$ cat src/rtl/div3_pkg.sv
// div3_pkg: shared types and defaults for the divide-by-3 issue controller.
package div3_pkg;
    localparam int DIV3_DATA_WIDTH = 20;
    typedef enum logic [1:0] {IDLE, ISSUE, WAIT} state_t;
    typedef struct packed {
        logic [DIV3_DATA_WIDTH-1:0] quotient;
        logic [1:0]                 reminder;
        logic [DIV3_DATA_WIDTH-1:0] divident;
    } result_t;
endpackage

$ cat src/rtl/div3_sample_fifo.sv
// div3_sample_fifo: synchronous FIFO with full/empty/count; no write-through when full.
module div3_sample_fifo #(
    parameter int W     = 20,
    parameter int DEPTH = 4,
    localparam int AW   = $clog2(DEPTH)
) (
    input  logic          clk,
    input  logic          rst,
    input  logic          push,
    input  logic          pop,
    input  logic [W-1:0]  wdata,
    output logic [W-1:0]  rdata,
    output logic          full,
    output logic          empty,
    output logic [AW:0]   count
);
    logic [W-1:0]  r_mem [DEPTH];
    logic [AW-1:0] r_wptr, r_rptr;
    logic [AW:0]   r_count;
    logic          w_push, w_pop;
    assign w_push = push && !full;
    assign w_pop  = pop && !empty;
    assign full   = r_count == (AW+1)'(DEPTH);
    assign empty  = r_count == '0;
    assign count  = r_count;
    assign rdata  = r_mem[r_rptr];
    // Power-of-two depth lets the pointers wrap by natural overflow.
    always_ff @(posedge clk or posedge rst) begin
        if (rst) begin
            r_wptr  <= '0;
            r_rptr  <= '0;
            r_count <= '0;
        end else begin
            if (w_push) r_wptr <= r_wptr + 1'b1;
            if (w_pop) r_rptr <= r_rptr + 1'b1;
            r_count <= r_count + (AW+1)'(w_push) - (AW+1)'(w_pop);
        end
    end
    always_ff @(posedge clk) begin
        if (w_push) r_mem[r_wptr] <= wdata;
    end
endmodule

$ cat src/rtl/div3_issue_ctrl.sv
// div3_issue_ctrl: buffers samples, issues spaced select pulses, captures divider results.
// Optional result consistency check enabled by DIV3_CHECK_EN.
module div3_issue_ctrl
    import div3_pkg::*;
#(
    parameter int DATA_WIDTH  = DIV3_DATA_WIDTH,
    parameter int FIFO_DEPTH  = 4,
    parameter int ISSUE_GAP   = 5,
    parameter int DIV_LATENCY = 4
) (
    input  logic                          sys_clock,
    input  logic                          reset,
    input  logic                          in_valid,
    output logic                          in_ready,
    input  logic [DATA_WIDTH-1:0]         in_data,
    output logic [DATA_WIDTH-1:0]         divident,
    output logic                          select,
    input  logic [DATA_WIDTH-1:0]         quotient,
    input  logic [1:0]                    reminder,
    output logic                          out_valid,
    output logic [DATA_WIDTH-1:0]         out_quotient,
    output logic [1:0]                    out_reminder,
    output logic [DATA_WIDTH-1:0]         out_divident,
    output logic [$clog2(FIFO_DEPTH):0]   fifo_count,
    output logic                          check_error
);
    localparam int GW = $clog2(ISSUE_GAP);
    localparam int LW = $clog2(DIV_LATENCY + 1);

    if (DIV_LATENCY < 1 || DIV_LATENCY > ISSUE_GAP - 1) begin : g_bad_latency
        $error("DIV_LATENCY must be in 1..ISSUE_GAP-1");
    end

    state_t                r_state;
    logic [GW-1:0]         r_gap;
    logic [LW-1:0]         r_lat;
    logic                  r_busy, r_select, r_out_valid;
    logic [DATA_WIDTH-1:0] r_divident, r_out_quotient, r_out_divident;
    logic [1:0]            r_out_reminder;
    logic [DATA_WIDTH-1:0] w_head;
    logic                  w_full, w_empty, w_issue, w_cap;

    div3_sample_fifo #(.W(DATA_WIDTH), .DEPTH(FIFO_DEPTH)) u_fifo (
        .clk   (sys_clock),
        .rst   (reset),
        .push  (in_valid),
        .pop   (w_issue),
        .wdata (in_data),
        .rdata (w_head),
        .full  (w_full),
        .empty (w_empty),
        .count (fifo_count)
    );

    // Decision is made one cycle ahead so select and divident come out registered.
    assign w_issue = !w_empty && (r_state == IDLE || (r_state == WAIT && r_gap == '0));
    assign w_cap   = r_busy && r_lat == '0;

    always_ff @(posedge sys_clock or posedge reset) begin
        if (reset) begin
            r_state        <= IDLE;
            r_gap          <= '0;
            r_lat          <= '0;
            r_busy         <= 1'b0;
            r_select       <= 1'b0;
            r_divident     <= '0;
            r_out_valid    <= 1'b0;
            r_out_quotient <= '0;
            r_out_reminder <= '0;
            r_out_divident <= '0;
        end else begin
            r_select    <= w_issue;
            r_state     <= w_issue ? ISSUE :
                           r_state == ISSUE ? WAIT :
                           (r_state == WAIT && r_gap == '0) ? IDLE : r_state;
            r_gap       <= w_issue ? GW'(ISSUE_GAP - 1) : (r_gap != '0 ? r_gap - 1'b1 : r_gap);
            r_lat       <= w_issue ? LW'(DIV_LATENCY) : (r_lat != '0 ? r_lat - 1'b1 : r_lat);
            r_busy      <= w_issue || (r_busy && !w_cap);
            r_out_valid <= w_cap;
            if (w_issue) r_divident <= w_head;
            // r_divident still holds the captured sample even if a new issue lands this edge.
            if (w_cap) begin
                r_out_quotient <= quotient;
                r_out_reminder <= reminder;
                r_out_divident <= r_divident;
            end
        end
    end

    assign in_ready     = !w_full;
    assign select       = r_select;
    assign divident     = r_divident;
    assign out_valid    = r_out_valid;
    assign out_quotient = r_out_quotient;
    assign out_reminder = r_out_reminder;
    assign out_divident = r_out_divident;

`ifdef DIV3_CHECK_EN
    localparam int XW = DATA_WIDTH + 2;
    logic          r_check;
    logic [XW-1:0] w_sum;
    assign w_sum = XW'(quotient) * XW'(3) + XW'(reminder);
    always_ff @(posedge sys_clock or posedge reset) begin
        if (reset) r_check <= 1'b0;
        else if (w_cap && (w_sum != XW'(r_divident) || reminder == 2'd3)) r_check <= 1'b1;
    end
    assign check_error = r_check;
`else
    assign check_error = 1'b0;
`endif
endmodule

$ cat config.mk
export PLATFORM = sky130hd
export DESIGN_NAME = div3_issue_ctrl
export DESIGN_NICKNAME = d
export VERILOG_FILES = /design/src/rtl/div3_pkg.sv /design/src/rtl/div3_sample_fifo.sv /design/src/rtl/div3_issue_ctrl.sv
export SDC_FILE = /design/constraint.sdc
export NUM_CORES = 1
export LEC_CHECK = 0
export ABC_AREA = 0
export CELL_PAD_IN_SITES_DETAIL_PLACEMENT = 1
export CELL_PAD_IN_SITES_GLOBAL_PLACEMENT = 1
export CORE_ASPECT_RATIO = 0.6
export CORE_MARGIN = 3
export CORE_UTILIZATION = 24
export DETAILED_ROUTE_END_ITERATION = 10
export DONT_BUFFER_PORTS = 1
export GPL_ROUTABILITY_DRIVEN = 0
export PLACE_DENSITY = 0.52
export SLEW_MARGIN = 20
export SYNTH_ARGS = -nofsm -noshare
export SYNTH_HDL_FRONTEND = slang
export SYNTH_SLANG_ARGS = --single-unit
$ cat constraint.sdc
create_clock -name sys_clock -period 3.65 [get_ports sys_clock]
set_clock_uncertainty 0.2 [all_clocks]
set_input_delay 0.9125 -clock sys_clock [delete_from_list [all_inputs] [get_ports sys_clock]]
set_output_delay 0.9125 -clock sys_clock [all_outputs]
set_load 0.02 [all_outputs]
==> impl_metrics.json, run 1 <==
{
  "status": "completed",
  "rsz0062_at_grt": "no",
  "setup_viol": 0,
  "post_cts_buffers": 0,
  "slew_viol_final": 0,
  "power.density_mw_per_mm2": 965,
  "firstDrtPassIters": 4,
  "synth_area_leaders": "edfxtp_1, dfrtp_1, mux2_2",
  "clock-sinks": 160,
  "htreeDepth": 4,
  "wire_per_inst_um": 18.9,
  "crit_path_start_kind": "register",
  "fp-row-count": 44,
  "area_growth_pct": 15.6,
  "ys.flop_type": "edfxtp_1",
  "ys_warn_count": 0,
  "syn_area_mm2": 0.00614,
  "ys_top_cells_by_count": "dfrtp_1, edfxtp_1, mux2_2, mux4_2, inv_1",
  "worst_pin_slew_ps": 733,
  "cts_resized": 0,
  "clk_pin_slew_ps": 70,
  "drtIter0Drc": 112,
  "cts_hold_buffers": 0,
  "cts.root.buffer_cell": "clkbuf_16",
  "synth_cells": 315,
  "critPathTopFamily": "adder cells",
  "grt_use_total_pct": 9.43,
  "die_h_um": 130,
  "post-dp-hpwl_mm": 8.28,
  "holdWs_ps": 200,
  "dieArea_mm2": 0.0276,
  "reg2reg_slack_ps": 1060,
  "crit_path_end_kind": "register",
  "synth_seq_cells": 160,
  "drive_gt1_share_pct": 37.5,
  "timing.final.crit_share_pct": 71.0,
  "synth_top_cell_area_share_pct": 39.1,
  "clk_latency_ps": 430,
  "critical_path.slowest_cell": "dfrtp_1",
  "timing.slew.headroom_pct": 51.1,
  "hold_viol_final": 0,
  "post_dp_cell_area_mm2": 0.00650,
  "min_period_ps": 2590,
  "path_class": "register to register",
  "grt_pass1_vias": 3085,
  "io_buffer_count": 0,
  "grt-ovfl-total": 0,
  "hold_path.class": "input port to async pin",
  "syn-num-nets": 371,
  "synth_edf_count": 80,
  "antenna_found_initial": 0,
  "async_flop_share_pct": 50.0,
  "stdcell_count": 661,
  "leakagePower_nw": 2.65,
  "drv_cap": 0,
  "grt_pass1_wl_mm": 18.5,
  "max_stage_delay_ps": 400,
  "synth-seq-area-share_pct": 71.7,
  "drt_wl_total_mm": 12.5,
  "cts_max_path_buffers": 2,
  "fillers": 2505,
  "max_freq_ghz": 0.386,
  "crit_arrival_ps": 2690,
  "dp_cells": 629,
  "drtAntennaViolNets": 0,
  "fp.dieW_um": 212,
  "grt_max_degree": 42,
  "fin_nets": 382,
  "cts_tree": "built",
  "fp.coreArea_mm2": 0.0247,
  "syn_area_per_cell_um2": 19.5,
  "yosysTopAreaCell": "edfxtp_1",
  "crit_chain": "inv_1 > ha_1 > nand2b_4 > a211oi_4 > ha_1 > inv_1 > ha_1 > inv_1 > fa_1 > xnor2_1 > xnor2_1",
  "route.detailed.drc": 0,
  "fin_setup_tns_ps": 0,
  "io_pins": 114,
  "cp_data_required_time_ps": 3750,
  "avgViaCountPerCell": 4.08,
  "ys_types": 33,
  "final_area_mm2": 0.00709,
  "vias": 2700,
  "initial_core_util_pct": 24.9,
  "num_antenna_cells": 0,
  "cts_buffers": 17,
  "irDropWorstVdd_uv": 355,
  "path_max_fanout": 6,
  "path_buf_inv": 3
}
[worst register-to-register path, stage by stage (launching register included)]
cell      delay (ps)
dfrtp_1          400
inv_1             90
ha_1             220
nand2b_4         120
a211oi_4         260
ha_1             260
inv_1             50
ha_1             130
inv_1             50
fa_1             370
xnor2_1          150
xnor2_1          150
[stage by stage]
step	setup WS, ps	total power, mW	util (%)
2_1_floorplan	486	4.74	-
3_3_place_gp	1170	5.10	26.3
3_5_place_dp	1030	5.19	26.3
4_1_cts	1030	7.02	28.8
5_1_grt	885	7.29	28.8
6_report	1060	6.85	28.8
[cells in the final DEF, fill, tap and decap left out, types with 2 or more instances in the layout]
| master | Yosys | final |
|---|---|---|
| and2_2 | 0 | 4 |
| clkbuf_1 | 2 | 2 |
| xnor2_1 | 6 | 6 |
| a21o_1 | 3 | 3 |
| buf_4 | 2 | 3 |
| a211oi_1 | 2 | 2 |
| clkbuf_16 | 0 | 18 |
| ha_1 | 10 | 10 |
| mux2_2 | 62 | 62 |
| mux4_2 | 19 | 19 |
| bufinv_16 | 0 | 2 |
| edfxtp_1 | 80 | 80 |
| dfrtp_1 | 80 | 78 |
| clkinv_4 | 0 | 7 |
| dfrtp_2 | 0 | 2 |
| nor2_1 | 6 | 6 |
| inv_1 | 14 | 13 |
[logic make-up (layout without fill, tap and decap cells)]
kind of cell | count (synthesis) | in the layout | synth area share, %
AO/OA/AOI/OAI | 10 | 10 | 1.59
XOR/XNOR | 7 | 7 | 0.999
adder cells (fa/ha/maj) | 11 | 11 | 2.36
buffers and inverters | 26 | 50 | 2.43
flip-flops | 160 | 160 | 71.7
multiplexers | 84 | 84 | 19.2
other | 1 | 1 | 0.0611
AND/OR/NAND/NOR | 16 | 16 | 1.63
[sequential cells by signal (all words and copies together) (netlist names)]
| name | cells |
|---|---|
| u_fifo.r_mem | 80 |
| divident | 20 |
| out_divident | 20 |
| out_quotient | 20 |
| r_gap | 3 |
| r_lat | 3 |
| u_fifo.count | 3 |
| out_reminder | 2 |
| r_state | 2 |
| u_fifo.r_rptr | 2 |
| u_fifo.r_wptr | 2 |
| out_valid | 1 |
| r_busy | 1 |
| select | 1 |
[area by class of cell]
cell class | instances | area (um^2) | area share (%)
well taps | 322 | 403 | 5.68
clock inverters | 12 | 138 | 1.94
inverters | 14 | 55.1 | 0.776
flip-flops and latches | 160 | 4410 | 62.1
clock buffers | 20 | 458 | 6.46
repair buffers | 4 | 42.5 | 0.600
multi-input cells | 129 | 1590 | 22.4
[metal layers]
metal	routed length, um	GRT usage [%]	up-vias
li1	-	-	1194
met1	5350	11.2	1413
met2	5710	14.0	82
met3	1300	6.08	11
met4	133	3.17	0
met5	0	0	-
[path summary, 6_finish.rpt]
| check | startpoint | cells after the start | endpoint |
|---|---|---|---|
| hold reg to reg | r_busy$_DFF_PP0_ | 1 | r_busy$_DFF_PP0_ |
| setup reg to reg | r_gap[0]$_DFFE_PP0P_ | 11 | u_fifo.count[2]$_DFF_PP0_ |
| setup / recovery | r_gap[0]$_DFFE_PP0P_ | 11 | u_fifo.count[2]$_DFF_PP0_ |
| max in group asynchronous | reset | 2 | divident[11]$_DFFE_PP0P_ |
| hold / removal | reset | 1 | out_quotient[14]$_DFFE_PP0P_ |
| min in group sys_clock | r_busy$_DFF_PP0_ | 1 | r_busy$_DFF_PP0_ |
[power by group]
part,switching [mW],internal [mW],total [mW]
logic,0.638,0.860,1.50
clock network,0.732,1.05,1.78
registers,0.997,2.57,3.57
Note: power is estimated with default switching activity, not from simulation.
==> run 2, diff against run 1 <==
- ABC_AREA: 0 -> 1
- PLACE_DENSITY: 0.52 -> 0.55
- clock period: 3.65 -> 2.7 ns (I/O delays scaled with it)
==> run 2 against run 1 <==
Compared with the run above:
- critical endpoint unchanged
- setup slack lost 700 ps
- cell count rose by 60%
- critical path type unchanged
- first-iteration DRC count rose by 56%
- power rose by 41%
- sequential cell count is the same
- largest power group unchanged
- combinational power rose by 73%
- utilization shrank 0.28 points
- sequential power grew 28%
==> impl_metrics.json, run 2 <==
{
  "timing.slew.headroom_pct": 44.3,
  "antenna_found_initial": 0,
  "clk_latency_ps": 420,
  "power.density_mw_per_mm2": 1260,
  "fin_nets": 740,
  "io_buffer_count": 0,
  "drive_gt1_share_pct": 8.32,
  "crit_path_end_kind": "register",
  "drv_cap": 0,
  "cp_data_required_time_ps": 2810,
  "cts_buffers": 17,
  "yosysTopAreaCell": "edfxtp_1",
  "syn-num-nets": 738,
  "holdWs_ps": 40.1,
  "vias": 4253,
  "top_register": "u_fifo.r_mem",
  "post_cts_buffers": 0,
  "grt.busiest_layer": "met2",
  "clk_pin_slew_ps": 60,
  "crit_path_start_kind": "register",
  "netSwitchingFraction_pct": 40.3,
  "min_period_ps": 2340,
  "syn_area_mm2": 0.00670,
  "rsz0062_at_grt": "no",
  "avgViaCountPerCell": 4.02,
  "irDropWorstVdd_uv": 430,
  "synth.most_common_cell": "nand2_1",
  "slew_viol_final": 0,
  "cts.root.buffer_cell": "clkbuf_16",
  "grt_pass1_wl_mm": 26.3,
  "largest_reg_flops": 80,
  "fin_setup_tns_ps": 0,
  "ys_warn_count": 0,
  "drt_wl_total_mm": 16.5,
  "cts_max_path_buffers": 2,
  "synth-seq-area-share_pct": 65.8,
  "io_pins": 114,
  "grt_pass1_vias": 4573,
  "grt_use_total_pct": 11.6,
  "dieArea_mm2": 0.0300,
  "grt-ovfl-total": 0,
  "synth_cells": 682,
  "use_met3_pct": 5.11,
  "fp.coreArea_mm2": 0.0269,
  "firstDrtPassIters": 4,
  "setup_viol": 0,
  "syn_area_per_cell_um2": 9.82,
  "synth_top_cell_area_share_pct": 35.9,
  "cts_resized": 0,
  "synth_edf_count": 80,
  "wire_per_inst_um": 15.6,
  "die_h_um": 135,
  "synth_area_leaders": "edfxtp_1, dfrtp_1, nand2_1",
  "use_met2_pct": 17.7,
  "clock-sinks": 160,
  "final_common_cell": "nand2_1",
  "ys_top_cells_by_count": "nand2_1, inv_1, dfrtp_1, edfxtp_1, nand3_1",
  "fp.dieW_um": 222,
  "max_freq_ghz": 0.428,
  "timing.final.crit_share_pct": 86.6,
  "async_flop_share_pct": 50.0,
  "htreeDepth": 4,
  "worst_pin_slew_ps": 835,
  "grt_max_degree": 81,
  "hold_viol_final": 0,
  "path_class": "register to register",
  "drtAntennaViolNets": 0,
  "final_cell_mix": "nand2_1, inv_1, dfrtp_1, edfxtp_1, nand3_1",
  "drtIter0Drc": 175,
  "ys_types": 23,
  "post-dp-hpwl_mm": 10.9,
  "crit_arrival_ps": 2450,
  "initial_core_util_pct": 24.9,
  "status": "completed",
  "leakagePower_nw": 3.71,
  "cts_tree": "built",
  "pwr-share-clk_pct": 25.8,
  "finish.utilization_pct": 28.5,
  "intPower_mw": 5.78,
  "seqPwrFrac_pct": 47.3,
  "grtUsageMet1_pct": 15.0,
  "synth_seq_cells": 160,
  "fp-row-count": 46,
  "path_max_fanout": 6,
  "area_growth_pct": 14.6,
  "num_antenna_cells": 0,
  "cts_hold_buffers": 0,
  "switchingPower_mw": 3.90,
  "route.detailed.drc": 0,
  "comb_power_share_pct": 26.9,
  "ys.flop_type": "edfxtp_1",
  "hold_path.class": "input port to async pin"
}
[run 2: cell types whose count changed after synthesis, sizes merged, moves of 4 or more]
cell	before	now
mux4	20	0
buf	10	27
nand2	1	309
and2	4	0
inv	14	111
mux2	63	0
o21ai	1	5
nand3	0	45
[run 2: area by class of cell]
| class | instances | area [um^2] |
|---|---|---|
| fill | 3105 | 19300 |
| clock buffer | 23 | 478 |
| multi-input combinational | 384 | 1700 |
| clock inverter | 9 | 130 |
| sequential | 160 | 4400 |
| timing repair buffer | 10 | 87.6 |
| tap | 360 | 450 |
| inverter | 111 | 423 |
[run 2: power by group through the flow]
stage / Clock (mW) / Sequential [mW] / Combinational [mW]
4_1_cts: 2.60 / 4.62 / 2.70
2_1_floorplan: 0 / 4.43 / 2.07
3_5_place_dp: 0 / 4.65 / 2.68
3_3_place_gp: 0 / 4.65 / 2.62
5_1_grt: 2.71 / 4.70 / 3.10
6_report: 2.50 / 4.58 / 2.60
[run 2: metrics by stage]
| step | area, um^2 | std cells | setup WS (ps) | power [mW] |
|---|---|---|---|---|
| 3_3_place_gp | 7060 | 1025 | 417 | 7.28 |
| 3_5_place_dp | 7060 | 1025 | 354 | 7.34 |
| 6_report | 7670 | 1057 | 363 | 9.68 |
| 2_1_floorplan | 6700 | 682 | 229 | 6.50 |
| 5_1_grt | 7670 | 1057 | 219 | 10.5 |
| 4_1_cts | 7670 | 1057 | 346 | 9.91 |
[run 2: kinds of logic (layout without fill, tap and decap cells)]
| group | Yosys count | after routing | share of synthesized area (%) |
|---|---|---|---|
| buffers and inverters | 138 | 153 | 9.02 |
| AOI/OAI and AO/OA | 5 | 5 | 0.374 |
| xor gates and xnor gates | 6 | 6 | 0.785 |
| adders and majority gates | 11 | 11 | 2.17 |
| and+or+nand+nor | 361 | 361 | 21.8 |
| DFF | 160 | 160 | 65.8 |
| other | 1 | 1 | 0.0560 |
[run 2: critical path, stage by stage (launching register included)]
cell and delay (ps):
dfrtp_1 540, inv_1 140, nand3_1 280, nand2_2 220, inv_1 150, ha_1 150
inv_1 50, fa_1 370, xnor2_1 130
[run 2: per-layer routing]
metal | vias to the layer above | wire length (um)
li1 | 2075 | -
met1 | 2091 | 7850
met2 | 71 | 7370
met3 | 16 | 1130
met4 | 0 | 157
met5 | - | 0
[run 2: path summary, 6_finish.rpt]
| kind | from | endpoint | slack, ps | cells past startpoint |
|---|---|---|---|---|
| max | u_fifo.count[1]$_DFF_PP0_ | u_fifo.count[2]$_DFF_PP0_ | 360 | 8 |
| min | reset | out_divident[19]$_DFFE_PP0P_ | 40 | 2 |
| max reg2reg | u_fifo.count[1]$_DFF_PP0_ | u_fifo.count[2]$_DFF_PP0_ | 360 | 8 |
| min reg2reg | r_state[0]$_DFFE_PP0P_ | r_state[0]$_DFFE_PP0P_ | 290 | 2 |
| max in group asynchronous | reset | out_divident[12]$_DFFE_PP0P_ | 1900 | 2 |
| min in group sys_clock | in_data[1] | u_fifo.r_mem[3][1]$_DFFE_PP_ | 140 | 0 |
==> run 3, diff against run 2 <==
- CORE_UTILIZATION: 24 -> 48
- PLACE_DENSITY: 0.55 -> 0.88
==> run 3 against run 2 <==
Compared with the run above:
- cell count fell by 16%
- setup slack got worse by 34 ps
- wire length fell by 4.2%
- first-iteration DRC count rose by 18%
- utilization rose by 27 points
- register-to-register slack got worse by 30 ps
- count of clock-buffer cells in the layout fell by 5
- largest power group unchanged
- die area fell by 49%
- power fell by 1.4%
- largest cell class unchanged
==> impl_metrics.json, run 3 (synthesis results as in run 2) <==
{
  "status": "completed",
  "cts_max_path_buffers": 2,
  "reg2reg_slack_ps": 330,
  "cp.depth": 8,
  "worst_pin_slew_ps": 781,
  "setup_ws_ps": 329,
  "drive_gt1_share_pct": 7.46,
  "crit_path_start_kind": "register",
  "post-dp-hpwl_mm": 10.8,
  "clk_latency_ps": 420,
  "cp_data_required_time_ps": 2800,
  "firstDrtPassIters": 4,
  "max_stage_delay_ps": 560,
  "critical_path.most_common_cell": "inv_1",
  "num_antenna_cells": 0,
  "io_buffer_count": 0,
  "top_register": "u_fifo.r_mem",
  "io_pins": 114,
  "hold_path.class": "input port to register",
  "path_buf_inv": 3,
  "dieArea_mm2": 0.0155,
  "r2r_end": "u_fifo.count[2]$_DFF_PP0_",
  "min_period_ps": 2370,
  "pwr-share-clk_pct": 24.3,
  "avgViaCountPerCell": 5.00,
  "crit_path_end_kind": "register",
  "route.detailed.drc": 0,
  "largest_reg_flops": 80,
  "drv_cap": 0,
  "post_cts_buffers": 0,
  "power.density_mw_per_mm2": 1290,
  "irDropWorstVdd_uv": 568,
  "switchingPower_mw": 3.95,
  "cts_buffers": 17,
  "area_growth_pct": 10.7,
  "die_h_um": 97.5,
  "r2r-start": "u_fifo.count[1]$_DFF_PP0_",
  "final_cell_mix": "nand2_1, inv_1, dfrtp_1, edfxtp_1, nand3_1",
  "path_class": "register to register",
  "final_common_cell": "nand2_1",
  "slew_viol_final": 0,
  "leakagePower_nw": 3.67,
  "initial_core_util_pct": 50.5,
  "drtIter0Drc": 207,
  "vias": 4423,
  "fp.dieW_um": 158,
  "critPathTopFamily": "flip-flops",
  "post-place-ws_ps": 325,
  "clock-sinks": 160,
  "crit_arrival_ps": 2470,
  "cts.root.buffer_cell": "clkbuf_16",
  "intPower_mw": 5.60,
  "grt_pass1_vias": 4972,
  "fin_nets": 740,
  "path_max_fanout": 6,
  "rsz0062_at_grt": "no",
  "timing.slew.headroom_pct": 47.9,
  "clk_pin_slew_ps": 60,
  "grt-ovfl-total": 0,
  "antenna_found_initial": 0,
  "netSwitchingFraction_pct": 41.4,
  "wire_per_inst_um": 17.9,
  "drt_wl_total_mm": 15.8,
  "power_mw": 9.55,
  "critical_path.slowest_cell": "dfrtp_1",
  "cp-startpoint": "u_fifo.count[1]$_DFF_PP0_",
  "fin_setup_tns_ps": 0,
  "seqPwrFrac_pct": 48.3,
  "htreeDepth": 4,
  "timing.final.crit_share_pct": 87.8,
  "cts_tree": "built",
  "fp.coreArea_mm2": 0.0133,
  "crit_chain": "inv_1 > nand3_1 > nand2_2 > inv_1 > ha_1 > inv_1 > fa_1 > xnor2_1",
  "drtAntennaViolNets": 0,
  "setup_viol": 0,
  "grt_use_total_pct": 21.8,
  "grt_max_degree": 44,
  "max_freq_ghz": 0.422,
  "fp-row-count": 32,
  "grt_pass1_wl_mm": 25.7,
  "endpoint": "u_fifo.count[2]$_DFF_PP0_",
  "hold_viol_final": 0,
  "comb_power_share_pct": 27.4,
  "reg2reg_depth": 8
}
run 3: cell types whose count changed in the layout (fill, tap and decap cells not counted), moves of 2 or more:
| cell | before | now |
|---|---|---|
| nor2_1 | 0 | 4 |
| clkinv_2 | 3 | 0 |
| clkbuf_8 | 3 | 0 |
| clkinv_1 | 0 | 3 |
| nor2_2 | 4 | 0 |
| clkinvlp_4 | 2 | 7 |
| clkbuf_1 | 3 | 1 |
run 3: layout make-up:
type                       count  area [um^2]
tap                          187          234
clock buffer                  18          429
multi-input combinational    384         1690
clock inverter                14          143
timing repair buffer          10         90.1
inverter                     111          423
sequential                   160         4400
fill                        1469         5840
run 3: per-stage QoR:
stage / cell area, um^2 / cells / hold slack, ps / utilization [%]
final: 7410 / 884 / 151 / 55.9
after global routing: 7410 / 884 / 123 / 55.9
after CTS: 7410 / 884 / 132 / 55.9
after detailed placement: 6830 / 851 / 269 / 51.5
after global placement: 6830 / 851 / 262 / 51.5
after floorplan: 6700 / 682 / 246 / -
run 3: how the worst min path moves through the flow:
stage	to	slack, ps	start	depth (start not counted)
3_5_place_dp	r_state[0]$_DFFE_PP0P_	270	r_state[0]$_DFFE_PP0P_	2
6_report	u_fifo.r_mem[0][19]$_DFFE_PP_	150	in_data[19]	0
5_1_grt	u_fifo.r_mem[0][19]$_DFFE_PP_	120	in_data[19]	0
4_1_cts	u_fifo.r_mem[0][19]$_DFFE_PP_	130	in_data[19]	0
3_3_place_gp	r_state[0]$_DFFE_PP0P_	260	r_state[0]$_DFFE_PP0P_	2
2_1_floorplan	r_state[0]$_DFFE_PP0P_	250	r_state[0]$_DFFE_PP0P_	2
run 3: repair_timing:
action / CTS / global route
setup endpoints to repair: 0 / 0
gates resized for setup: 0 / 0
endpoints found under the hold margin: 21 / 0
hold buffers: 1 / 0
run 3: worst reg2reg max path: stages (launching register included):
cell and delay [ps]:
dfrtp_1 560, inv_1 150, nand3_1 300, nand2_2 170, inv_1 140, ha_1 160, inv_1 50, fa_1 380
xnor2_1 150
run 3: layer usage:
layer	vias to the layer above	share of wire (%)	GRT usage (%)
met1	2237	41	26.0
li1	2065	-	-
met3	22	7.0	8.14
met5	-	0	0
met2	99	50	36.8
met4	0	1.4	6.41
run 3: power groups by stage:
stage	registers [mW]	clock network, mW	logic [mW]
after CTS	4.62	2.36	2.68
after global placement	4.61	0	2.41
after detailed placement	4.65	0	2.65
final	4.61	2.32	2.62
after floorplan	4.43	0	2.07
after global routing	4.71	2.48	3.06
